[src/rtl/siggen_frame_ctrl.sv]
// Frame scheduler for siggen: PREAMBLE -> PAYLOAD -> [CRC] -> GAP, one word per WORD_BITS clocks.
// Optional CRC-8 slot enabled by defining SIGGEN_FRAME_CRC_EN.
module siggen_frame_ctrl #(
  parameter int unsigned WORD_BITS      = 8,
  parameter int unsigned PREAMBLE_WORDS = 2,
  parameter int unsigned FRAME_WORDS    = 4,
  parameter int unsigned GAP_CYCLES     = 16,
  parameter logic [7:0]  PREAMBLE_WORD  = 8'hAA,
  parameter logic [7:0]  FILL_WORD      = 8'h00,
  parameter logic [7:0]  IDLE_WORD      = 8'h00
) (
  input  logic        clk_i,
  input  logic        rst_ni,
  input  logic        enable_i,
  input  logic [7:0]  in_data_i,
  input  logic        in_valid_i,
  output logic        in_ready_o,
  output logic [7:0]  pattern_o,
  output logic        pattern_load_o,
  output logic        sof_o,
  output logic        eof_o,
  output logic        underrun_o,
  output logic        frame_active_o,
  output logic [15:0] frame_count_o
);

  localparam int unsigned CntW     = (WORD_BITS > 1) ? $clog2(WORD_BITS) : 1;
  localparam int unsigned MaxSlots = (PREAMBLE_WORDS > FRAME_WORDS) ? PREAMBLE_WORDS : FRAME_WORDS;
  localparam int unsigned SlotW    = (MaxSlots > 1) ? $clog2(MaxSlots) : 1;
  localparam int unsigned GapW     = (GAP_CYCLES > 1) ? $clog2(GAP_CYCLES) : 1;

`ifdef SIGGEN_FRAME_CRC_EN
  typedef enum logic [2:0] {StIdle, StPreamble, StPayload, StCrc, StGap} state_e;
`else
  typedef enum logic [1:0] {StIdle, StPreamble, StPayload, StGap} state_e;
`endif

  state_e           state_q, state_d;
  logic [CntW-1:0]  bit_cnt_q, bit_cnt_d;
  logic [SlotW-1:0] slot_q, slot_d;
  logic [GapW-1:0]  gap_q, gap_d;
  logic [7:0]       pattern_q, pattern_d;
  logic             load_q, load_d;
  logic             sof_q, sof_d;
  logic             underrun_q, underrun_d;
  logic [15:0]      count_q, count_d;

  logic       slot_end, last_pre, last_pay, start;
  logic [7:0] payload_word;

`ifdef SIGGEN_FRAME_CRC_EN
  logic [7:0] crc_q, crc_d;

  function automatic logic [7:0] crc8_next(input logic [7:0] crc, input logic [7:0] data);
    logic [7:0] c;
    c = crc ^ data;
    for (int i = 0; i < 8; i++) begin
      c = c[7] ? ((c << 1) ^ 8'h07) : (c << 1);
    end
    return c;
  endfunction
`endif

  assign slot_end     = (bit_cnt_q == CntW'(WORD_BITS - 1));
  assign last_pre     = (slot_q == SlotW'(PREAMBLE_WORDS - 1));
  assign last_pay     = (slot_q == SlotW'(FRAME_WORDS - 1));
  assign start        = enable_i && in_valid_i;
  assign payload_word = in_valid_i ? in_data_i : FILL_WORD;

  // Ready only on a boundary whose next slot is payload.
  assign in_ready_o = slot_end && ((state_q == StPreamble && last_pre) ||
                                   (state_q == StPayload && !last_pay));

`ifdef SIGGEN_FRAME_CRC_EN
  assign eof_o          = slot_end && (state_q == StCrc);
`else
  assign eof_o          = slot_end && (state_q == StPayload) && last_pay;
`endif
  assign frame_active_o = (state_q != StIdle) && (state_q != StGap);

  assign pattern_o      = pattern_q;
  assign pattern_load_o = load_q;
  assign sof_o          = sof_q;
  assign underrun_o     = underrun_q;
  assign frame_count_o  = count_q;

  always_comb begin
    state_d    = state_q;
    bit_cnt_d  = bit_cnt_q;
    slot_d     = slot_q;
    gap_d      = gap_q;
    pattern_d  = pattern_q;
    load_d     = 1'b0;
    sof_d      = 1'b0;
    underrun_d = 1'b0;
    count_d    = count_q + 16'(eof_o);
`ifdef SIGGEN_FRAME_CRC_EN
    crc_d      = crc_q;
`endif

    if (frame_active_o) begin
      bit_cnt_d = slot_end ? '0 : bit_cnt_q + CntW'(1);
    end

    unique case (state_q)
      StIdle: begin
        pattern_d = IDLE_WORD;
        if (start) begin
          state_d   = StPreamble;
          slot_d    = '0;
          bit_cnt_d = '0;
          pattern_d = PREAMBLE_WORD;
          load_d    = 1'b1;
          sof_d     = 1'b1;
`ifdef SIGGEN_FRAME_CRC_EN
          crc_d     = 8'h00;
`endif
        end
      end
      StPreamble: begin
        if (slot_end) begin
          load_d = 1'b1;
          if (last_pre) begin
            state_d    = StPayload;
            slot_d     = '0;
            pattern_d  = payload_word;
            underrun_d = !in_valid_i;
`ifdef SIGGEN_FRAME_CRC_EN
            crc_d      = crc8_next(crc_q, payload_word);
`endif
          end else begin
            slot_d    = slot_q + SlotW'(1);
            pattern_d = PREAMBLE_WORD;
          end
        end
      end
      StPayload: begin
        if (slot_end) begin
          if (!last_pay) begin
            slot_d     = slot_q + SlotW'(1);
            load_d     = 1'b1;
            pattern_d  = payload_word;
            underrun_d = !in_valid_i;
`ifdef SIGGEN_FRAME_CRC_EN
            crc_d      = crc8_next(crc_q, payload_word);
`endif
          end else begin
`ifdef SIGGEN_FRAME_CRC_EN
            state_d   = StCrc;
            load_d    = 1'b1;
            pattern_d = crc_q;
`else
            state_d   = StGap;
            gap_d     = '0;
            pattern_d = IDLE_WORD;
`endif
          end
        end
      end
`ifdef SIGGEN_FRAME_CRC_EN
      StCrc: begin
        if (slot_end) begin
          state_d   = StGap;
          gap_d     = '0;
          pattern_d = IDLE_WORD;
        end
      end
`endif
      StGap: begin
        pattern_d = IDLE_WORD;
        if (gap_q == GapW'(GAP_CYCLES - 1)) begin
          if (start) begin
            state_d   = StPreamble;
            slot_d    = '0;
            bit_cnt_d = '0;
            pattern_d = PREAMBLE_WORD;
            load_d    = 1'b1;
            sof_d     = 1'b1;
`ifdef SIGGEN_FRAME_CRC_EN
            crc_d     = 8'h00;
`endif
          end else begin
            state_d = StIdle;
          end
        end else begin
          gap_d = gap_q + GapW'(1);
        end
      end
      default: state_d = StIdle;
    endcase
  end

  always_ff @(posedge clk_i or negedge rst_ni) begin
    if (!rst_ni) begin
      state_q    <= StIdle;
      bit_cnt_q  <= '0;
      slot_q     <= '0;
      gap_q      <= '0;
      pattern_q  <= IDLE_WORD;
      load_q     <= 1'b0;
      sof_q      <= 1'b0;
      underrun_q <= 1'b0;
      count_q    <= '0;
`ifdef SIGGEN_FRAME_CRC_EN
      crc_q      <= 8'h00;
`endif
    end else begin
      state_q    <= state_d;
      bit_cnt_q  <= bit_cnt_d;
      slot_q     <= slot_d;
      gap_q      <= gap_d;
      pattern_q  <= pattern_d;
      load_q     <= load_d;
      sof_q      <= sof_d;
      underrun_q <= underrun_d;
      count_q    <= count_d;
`ifdef SIGGEN_FRAME_CRC_EN
      crc_q      <= crc_d;
`endif
    end
  end

endmodule

[config.mk]
export PLATFORM = sky130hd
export DESIGN_NAME = siggen_frame_ctrl
export DESIGN_NICKNAME = d
export VERILOG_FILES = /design/src/rtl/siggen_frame_ctrl.sv
export SDC_FILE = /design/constraint.sdc
export NUM_CORES = 1
export LEC_CHECK = 0
export CAP_MARGIN = 5
export CORE_MARGIN = 4
export CORE_UTILIZATION = 45
export CTS_BUF_LIST = sky130_fd_sc_hd__clkbuf_4
export CTS_CLUSTER_SIZE = 40
export DETAILED_ROUTE_END_ITERATION = 10
export DONT_BUFFER_PORTS = 1
export GPL_TIMING_DRIVEN = 1
export MAX_ROUTING_LAYER = met4
export PLACE_DENSITY = 0.61
export REMOVE_ABC_BUFFERS = 1
export SLEW_MARGIN = 20
export SYNTH_ARGS = -nofsm -noshare
export SYNTH_HDL_FRONTEND = slang
export SYNTH_SLANG_ARGS = --single-unit
[constraint.sdc]
create_clock -name clk_i -period 3.3 [get_ports clk_i]
set_input_delay 0.66 -clock clk_i [delete_from_list [all_inputs] [get_ports clk_i]]
set_output_delay 0.66 -clock clk_i [all_outputs]
set_load 0.05 [all_outputs]
==> results.yml, run 1 <==
timing:
  fin_tns_setup_ps: 0
  finClkSkew_ps: 6.17
  timing.hold.ws_ps: 143
  slew_headroom: 0.497
  period_needed_ps: 2600
  worst_slew_pin_slew_ps: 754
  report.final.slew_viol_count: 0
  final-setup-viol-count: 0
  rsz0062_at_grt: "no"
  hold_viol: 0
  fmax_mhz: 385
  finalCritPeriodShare: 0.788
placement:
  dp_hpwl_um: 2900
  dp.cells: 238
  routabilityCongestion: 0.796
  io_buffer_count: 0
global_route:
  grt-ovfl-total: 0
  grt_usage: 0.149
  met1_usage: 0.165
  grtUsageMet2: 0.235
  grt-busiest-layer: "met2"
  grt_first_pass_wirelength_um: 6130
  grt_use_met3: 0.0633
  grt_pass1_vias: 1303
  antenna_found_initial: 0
  grt_max_degree: 39
die:
  start_util: 0.466
  die_h_um: 75.4
  rows: 24
  die_w_um: 75.4
  io-pin-count: 42
  dieArea_um2: 5690
  core-area_um2: 4380
logic_synthesis:
  yosysSeqAreaShare: 0.465
  synth_area_leaders: "dfrtp_1 47%, ha_1 8.6%, nand2_1 4.4%"
  synth_area_um2: 2040
  yosysWarnings: 0
  synth_edf_count: 0
  avgSynthCellArea_um2: 10.8
  ys_types: 44
  netlist.area_leader.share: 0.465
  async_flop_share: 1.00
  synth_ff_type: "dfrtp_1"
  yosys.area.top_type: "dfrtp_1"
  syn_inst: 190
  synth-seq-cells: 38
clocking:
  cts_buffers: 5
  cts_sinks: 38
  cts_hold_buf: 1
  cts_tree: "done"
  clkTransAtPathRegs_ps: 110
  cts_setup_buffers: 0
  htree_levels: 2
  worstSkewPairLatency_ps: 340
  cts_buffer_depth: 2
  cts-root-buf: "clkbuf_4"
  cts_resized: 0
route:
  drt-initial-drc-count: 48
  drc: 0
  avgRoutedWirePerCell_um: 15.6
  via_count: 1387
  drtPass1Iterations: 4
  wl_um: 3860
  drtAntennaViolNets: 0
  viasPerCell: 5.62
finish:
  layout_common_cells: "38 x dfrtp_1, 24 x nand2_1, 14 x ha_1"
  antenna_cells: 0
  fin_nets: 220
  layout.cells.non_filler: 247
  layout_commonest_cell: "dfrtp_1"
  drive_gt1_frac: 0.133
  area_delta_synth_final_pct: 5.26
worst_setup_path:
  required_ps: 2640
  critPathMaxFanout: 10
  start_kind: "flop"
  end_kind: "output port"
  critical_path_class: "reg2out"
  arrival_ps: 1940
job:
  cap_violations: 0
outcome:
  outcome: "finished clean"
power_and_ir_drop:
  vdd_ir_drop_max_v: 0.000220
  p_leak_nw: 1.05
  finalPower_mw: 0.748
  power_density_nw_per_um2: 348
worst_hold_path:
  worstHoldPathType: "in2async"
==> registers in the layout, indices dropped and copies added, names as in the netlist <==
name            count
pattern_o           8
underrun_o          1
sof_o               1
frame_count_o      16
slot_q              2
pattern_load_o      1
bit_cnt_q           3
state_q             2
gap_q               4
==> cell type report <==
| type | instances | area (um2) |
|---|---|---|
| clock buffer | 6 | 45.0 |
| clock inverter | 2 | 8.76 |
| fill | 405 | 2230 |
| inverter | 10 | 37.5 |
| multi-input combinational | 136 | 1010 |
| sequential | 38 | 951 |
| tap | 52 | 65.1 |
| timing repair buffer | 3 | 35.0 |
==> kinds of logic (layout without fill, tap and decap cells) <==
logic type                 after synthesis  after routing  synth area share
AOI/OAI and AO/OA                       38             38             0.122
muxes                                    4              4            0.0245
buffers and inverters                   16             21            0.0410
adders and majority gates               14             14            0.0857
and+or+nand+nor                         65             65             0.193
xor gates and xnor gates                15             15            0.0679
DFF                                     38             38             0.465
==> critical path, stage by stage (launching register included) <==
cell,delay [ps]
dfrtp_1,430
inv_1,160
ha_1,350
and2b_4,260
a21oi_2,60
nor2b_1,130
buf_4,210
==> layer usage <==
| layer | vias up | part of all wire |
|---|---|---|
| met3 | 4 | 0.057 |
| met5 | - | 0 |
| met4 | 0 | 0.012 |
| met1 | 681 | 0.42 |
| met2 | 33 | 0.51 |
| li1 | 669 | - |
==> worst paths after layout <==
check	start	cells past startpoint	endpoint	slack [ps]
max	state_q[0]$_DFFE_PN0P_	6	in_ready_o	700
min	rst_ni	1	frame_count_o[1]$_DFF_PN0_	140
max reg2reg	state_q[0]$_DFFE_PN0P_	8	frame_count_o[13]$_DFF_PN0_	880
min reg2reg	gap_q[3]$_DFFE_PN0P_	1	gap_q[3]$_DFFE_PN0P_	480
max in group asynchronous	rst_ni	1	sof_o$_DFF_PN0_	2970
min in group clk_i	in_valid_i	1	underrun_o$_DFF_PN0_	380
==> power breakdown <==
part	total, mW	internal (mW)	leakage [nW]	switching (mW)
registers	0.495	0.471	0.500	0.0245
logic	0.0188	0.00667	0.513	0.0121
clock network	0.234	0.0883	0.0331	0.146
total	0.748	0.566	1.05	0.183
==> Yosys cell counts (4+ instances only) <==
cell,instances
a21oi_1,10
a22o_1,4
and3_1,6
dfrtp_1,38
ha_1,14
inv_1,10
nand2_1,24
nand3_1,6
nor2_1,6
o21ai_0,11
xnor2_1,9
xor2_1,5
==> metrics by stage <==
step	utilization	cell area (um2)	setup WS, ps
6_report	0.491	2150	701
5_1_grt	0.491	2150	529
4_1_cts	0.491	2150	677
3_5_place_dp	0.474	2080	878
3_3_place_gp	0.474	2080	975
2_1_floorplan	-	2000	719
No activity file was read; power rests on OpenSTA's default activity.
==> run 2: changes to the inputs <==
==> constraint.sdc (replaced) <==
create_clock -name clk_i -period 2.4 [get_ports clk_i]
set_input_delay 0.48 -clock clk_i [delete_from_list [all_inputs] [get_ports clk_i]]
set_output_delay 0.48 -clock clk_i [all_outputs]
set_load 0.05 [all_outputs]
==> results.yml, run 2 (synthesis results as in run 1) <==
worst_setup_path:
  start_kind: "flop"
  required_ps: 1920
  crit_path_cell_trace: "inv_2 > ha_1 > buf_4 > and2b_4 > a21oi_2 > nor2b_1 > buf_4"
  arrival_ps: 1800
  worst-path-buf-inv: 3
  crit_family: "buffers and inverters"
  cpMostUsedCell: "buf_4"
  cp_slowest_cell: "dfrtp_1"
  critPathMaxFanout: 9
  r2r_slack_ps: 210
  critical_path_class: "reg2out"
  end_kind: "output port"
  max_stage_delay_ps: 400
finish:
  largest_register_ffs: 16
  antenna_cells: 0
  fin_nets: 231
  layout_commonest_cell: "dfrtp_1"
  fin_util: 0.509
  layout.cells.non_filler: 258
  area_delta_synth_final_pct: 9.18
  drive_gt1_frac: 0.170
  layout_common_cells: "38 x dfrtp_1, 24 x nand2_1, 14 x ha_1"
job:
  cap_violations: 0
die:
  dieArea_um2: 5690
  die_w_um: 75.4
  core-area_um2: 4380
  die_h_um: 75.4
  start_util: 0.466
  io-pin-count: 42
  rows: 24
global_route:
  grt_usage: 0.161
  antenna_found_initial: 0
  grt_first_pass_wirelength_um: 6710
  grt_max_degree: 39
  grt_pass1_vias: 1456
  grt-ovfl-total: 0
timing:
  hold_viol: 0
  slew_headroom: 0.498
  report.final.slew_viol_count: 0
  rsz0062_at_grt: "no"
  fin_tns_setup_ps: 0
  finalCritPeriodShare: 0.951
  final-setup-viol-count: 0
  worst_slew_pin_slew_ps: 752
  finClkSkew_ps: 13.2
  fmax_mhz: 438
  period_needed_ps: 2280
placement:
  dp_hpwl_um: 3050
  io_buffer_count: 0
  routabilityCongestion: 0.818
  dp.cells: 247
power_and_ir_drop:
  vdd_ir_drop_max_v: 0.000219
  power_density_nw_per_um2: 454
  p_leak_nw: 1.10
route:
  wl_um: 4090
  drtAntennaViolNets: 0
  via_count: 1444
  drc: 0
  drt-initial-drc-count: 83
  drtPass1Iterations: 4
  avgRoutedWirePerCell_um: 15.9
  viasPerCell: 5.60
clocking:
  cts_buffer_depth: 2
  cts_sinks: 38
  htree_levels: 2
  cts_buffers: 5
  cts-root-buf: "clkbuf_4"
  worstSkewPairLatency_ps: 340
  clkTransAtPathRegs_ps: 110
  cts_tree: "done"
worst_hold_path:
  worstHoldPathType: "in2reg"
outcome:
  outcome: "finished clean"
==> run 2: timing repair <==
action | 4_1_cts | 5_1_grt
endpoints found under the setup margin | 0 | 1
gates resized for setup | 0 | 1
endpoints found under the hold margin | 38 | 0
setup buffers | 0 | 1
hold buffers | 2 | 0
==> run 2: layer usage <==
metal,vias to the layer above,wire [um],global-route usage
li1,685,-,-
met1,721,1700,0.175
met2,34,2090,0.270
met3,4,242,0.0567
met4,0,59,0.0621
met5,-,0,-
==> run 2: where the power goes <==
group	switching, mW	leakage (nW)	internal (mW)
clock network	0.200	0.0277	0.105
registers	0.0338	0.500	0.647
logic	0.0177	0.571	0.0102
==> run 2: worst reg2reg max path, stage by stage (launching register included) <==
cell     delay (ps)
dfrtp_1         380
ha_1            190
ha_1            190
and3_1          230
ha_1            180
and4_4          230
and3_1          370
nand4_4         140
xnor2_2         170
==> run 2: final cells by class <==
type	count	area, um2
tap	52	65.1
timing repair buffer	14	120
clock inverter	3	11.3
multi-input combinational	136	1010
clock buffer	5	37.5
sequential	38	951
inverter	10	37.5
fill	400	2150
==> run 2: path summary, 6_finish.rpt <==
| kind | startpoint | endpoint | cells after the start |
|---|---|---|---|
| hold / removal | in_valid_i | underrun_o$_DFF_PN0_ | 1 |
| max in group asynchronous | rst_ni | pattern_o[5]$_DFFE_PN0P_ | 2 |
| setup / recovery | state_q[0]$_DFFE_PN0P_ | in_ready_o | 7 |
| setup reg to reg | bit_cnt_q[0]$_DFF_PN0_ | frame_count_o[13]$_DFF_PN0_ | 8 |
| min in group asynchronous | rst_ni | gap_q[2]$_DFFE_PN0P_ | 2 |
| hold reg to reg | gap_q[3]$_DFFE_PN0P_ | gap_q[3]$_DFFE_PN0P_ | 1 |
==> run 2: metrics by stage <==
step	power [mW]	hold slack [ps]	cell area, um2	setup slack (ps)
finish	1.01	208	2230	117
global route	1.06	173	2230	10.2
CTS	1.03	187	2220	21.8
detailed placement	0.704	186	2150	200
global placement	0.704	186	2150	268
floorplan	0.700	184	2000	-181
==> run 3: changes to the inputs <==
--- a/config.mk
+++ b/config.mk
@@ -6,7 +6,7 @@
 export NUM_CORES = 1
 export LEC_CHECK = 0
 export CAP_MARGIN = 5
-export CORE_MARGIN = 4
+export CORE_MARGIN = 3
 export CORE_UTILIZATION = 45
 export CTS_BUF_LIST = sky130_fd_sc_hd__clkbuf_4
 export CTS_CLUSTER_SIZE = 40
==> results.yml, run 3 (synthesis results as in run 1) <==
worst_setup_path:
  rr_worst_depth: 8
  start_kind: "flop"
  cp_slowest_cell: "dfrtp_1"
  cp.depth: 7
  r2r_slack_ps: 200
  max_stage_delay_ps: 420
  cp-startpoint: "state_q[0]$_DFFE_PN0P_"
  required_ps: 1920
  end_kind: "output port"
  r2r-start: "bit_cnt_q[0]$_DFF_PN0_"
  critPathMaxFanout: 9
  cp-endpoint: "in_ready_o"
  worst-path-buf-inv: 3
  crit_path_cell_trace: "inv_2 > ha_1 > buf_4 > and2b_4 > a21oi_2 > nor2b_1 > buf_6"
  r2r_end: "frame_count_o[13]$_DFF_PN0_"
  critical_path_class: "reg2out"
  crit_family: "buffers and inverters"
  arrival_ps: 1790
route:
  drc: 0
  wl_um: 4030
  avgRoutedWirePerCell_um: 15.7
  viasPerCell: 5.56
  drtAntennaViolNets: 0
  drtPass1Iterations: 4
  drt-initial-drc-count: 84
  via_count: 1429
global_route:
  grt_pass1_vias: 1419
  grt_usage: 0.155
  antenna_found_initial: 0
  grt_max_degree: 39
  grt-ovfl-total: 0
  grt_first_pass_wirelength_um: 6350
finish:
  area_delta_synth_final_pct: 9.91
  largest_register_ffs: 16
  fin_util: 0.535
  drive_gt1_frac: 0.188
  layout_common_cells: "38 x dfrtp_1, 24 x nand2_1, 14 x ha_1"
  layout_commonest_cell: "dfrtp_1"
  antenna_cells: 0
  fin_nets: 233
placement:
  io_buffer_count: 0
  dp_hpwl_um: 3000
  routabilityCongestion: 0.860
power_and_ir_drop:
  swShare: 0.251
  finalPower_mw: 1.02
  pwr-share-comb: 0.027
  p_leak_nw: 1.11
  clkPwrFrac: 0.305
  p_sw_mw: 0.256
  power_density_nw_per_um2: 453
  pwr-share-seq: 0.668
  vdd_ir_drop_max_v: 0.000198
  intPower_mw: 0.763
timing:
  rsz0062_at_grt: "no"
  hold_viol: 0
  finClkSkew_ps: 12.2
  fmax_mhz: 440
  report.final.slew_viol_count: 0
  slew_headroom: 0.486
  period_needed_ps: 2270
  worst_slew_pin_slew_ps: 772
  final-setup-viol-count: 0
  finalCritPeriodShare: 0.947
outcome:
  outcome: "finished clean"
die:
  dieArea_um2: 5390
  die_h_um: 73.4
  core-area_um2: 4200
  rows: 23
  start_util: 0.487
  die_w_um: 73.4
  io-pin-count: 42
clocking:
  cts_buffer_depth: 2
  cts_tree: "done"
  cts-root-buf: "clkbuf_4"
  worstSkewPairLatency_ps: 340
  htree_levels: 2
  clkTransAtPathRegs_ps: 100
  cts_sinks: 38
  cts_buffers: 5
job:
  cap_violations: 0
worst_hold_path:
  min_path_cells: 1
  worstHoldPathType: "in2reg"
[run 3: layout make-up]
cell class,instances,area (um2)
Tap cell,50,62.6
Multi-Input combinational cell,136,1010
Timing Repair Buffer,16,139
Inverter,10,37.5
Fill cell,377,1950
Sequential cell,38,951
Clock inverter,2,10.0
Clock buffer,5,37.5
[run 3: how the worst min path moves through the flow]
stage / start / endpoint
floorplan: rst_ni / bit_cnt_q[0]$_DFF_PN0_
global placement: rst_ni / frame_count_o[3]$_DFF_PN0_
detailed placement: rst_ni / frame_count_o[5]$_DFF_PN0_
CTS: in_valid_i / underrun_o$_DFF_PN0_
global route: in_valid_i / underrun_o$_DFF_PN0_
finish: in_valid_i / underrun_o$_DFF_PN0_
[run 3: power by group through the flow]
stage / Clock (mW) / Sequential (mW) / Combinational, mW
final: 0.310 / 0.680 / 0.0275
after global routing: 0.350 / 0.682 / 0.0323
after CTS: 0.324 / 0.681 / 0.0290
after detailed placement: 0 / 0.693 / 0.0106
after global placement: 0 / 0.693 / 0.0100
after floorplan: 0 / 0.691 / 0.00889
[run 3: timing repair]
action                                  CTS  global route
hold buffers                              2             0
hold endpoints to repair                 38             0
setup buffers                             0             1
resized for setup                         0             2
endpoints found under the setup margin    0             1
[run 3: per-stage QoR]
stage	cells	TNS, ps	hold slack (ps)	worst slack, ps	cell area, um2
global placement	247	0	186	295	2160
global route	257	0	195	24.0	2250
CTS	256	0	201	32.7	2240
detailed placement	247	0	185	192	2160
finish	257	0	219	127	2250
floorplan	184	-729	184	-181	2000
[run 3: per-layer routing]
metal | up-vias | wire length, um | track usage
met5 | - | 0 | -
met4 | 0 | 39 | 0.0443
li1 | 690 | - | -
met3 | 4 | 185 | 0.0506
met2 | 32 | 2100 | 0.260
met1 | 703 | 1700 | 0.177
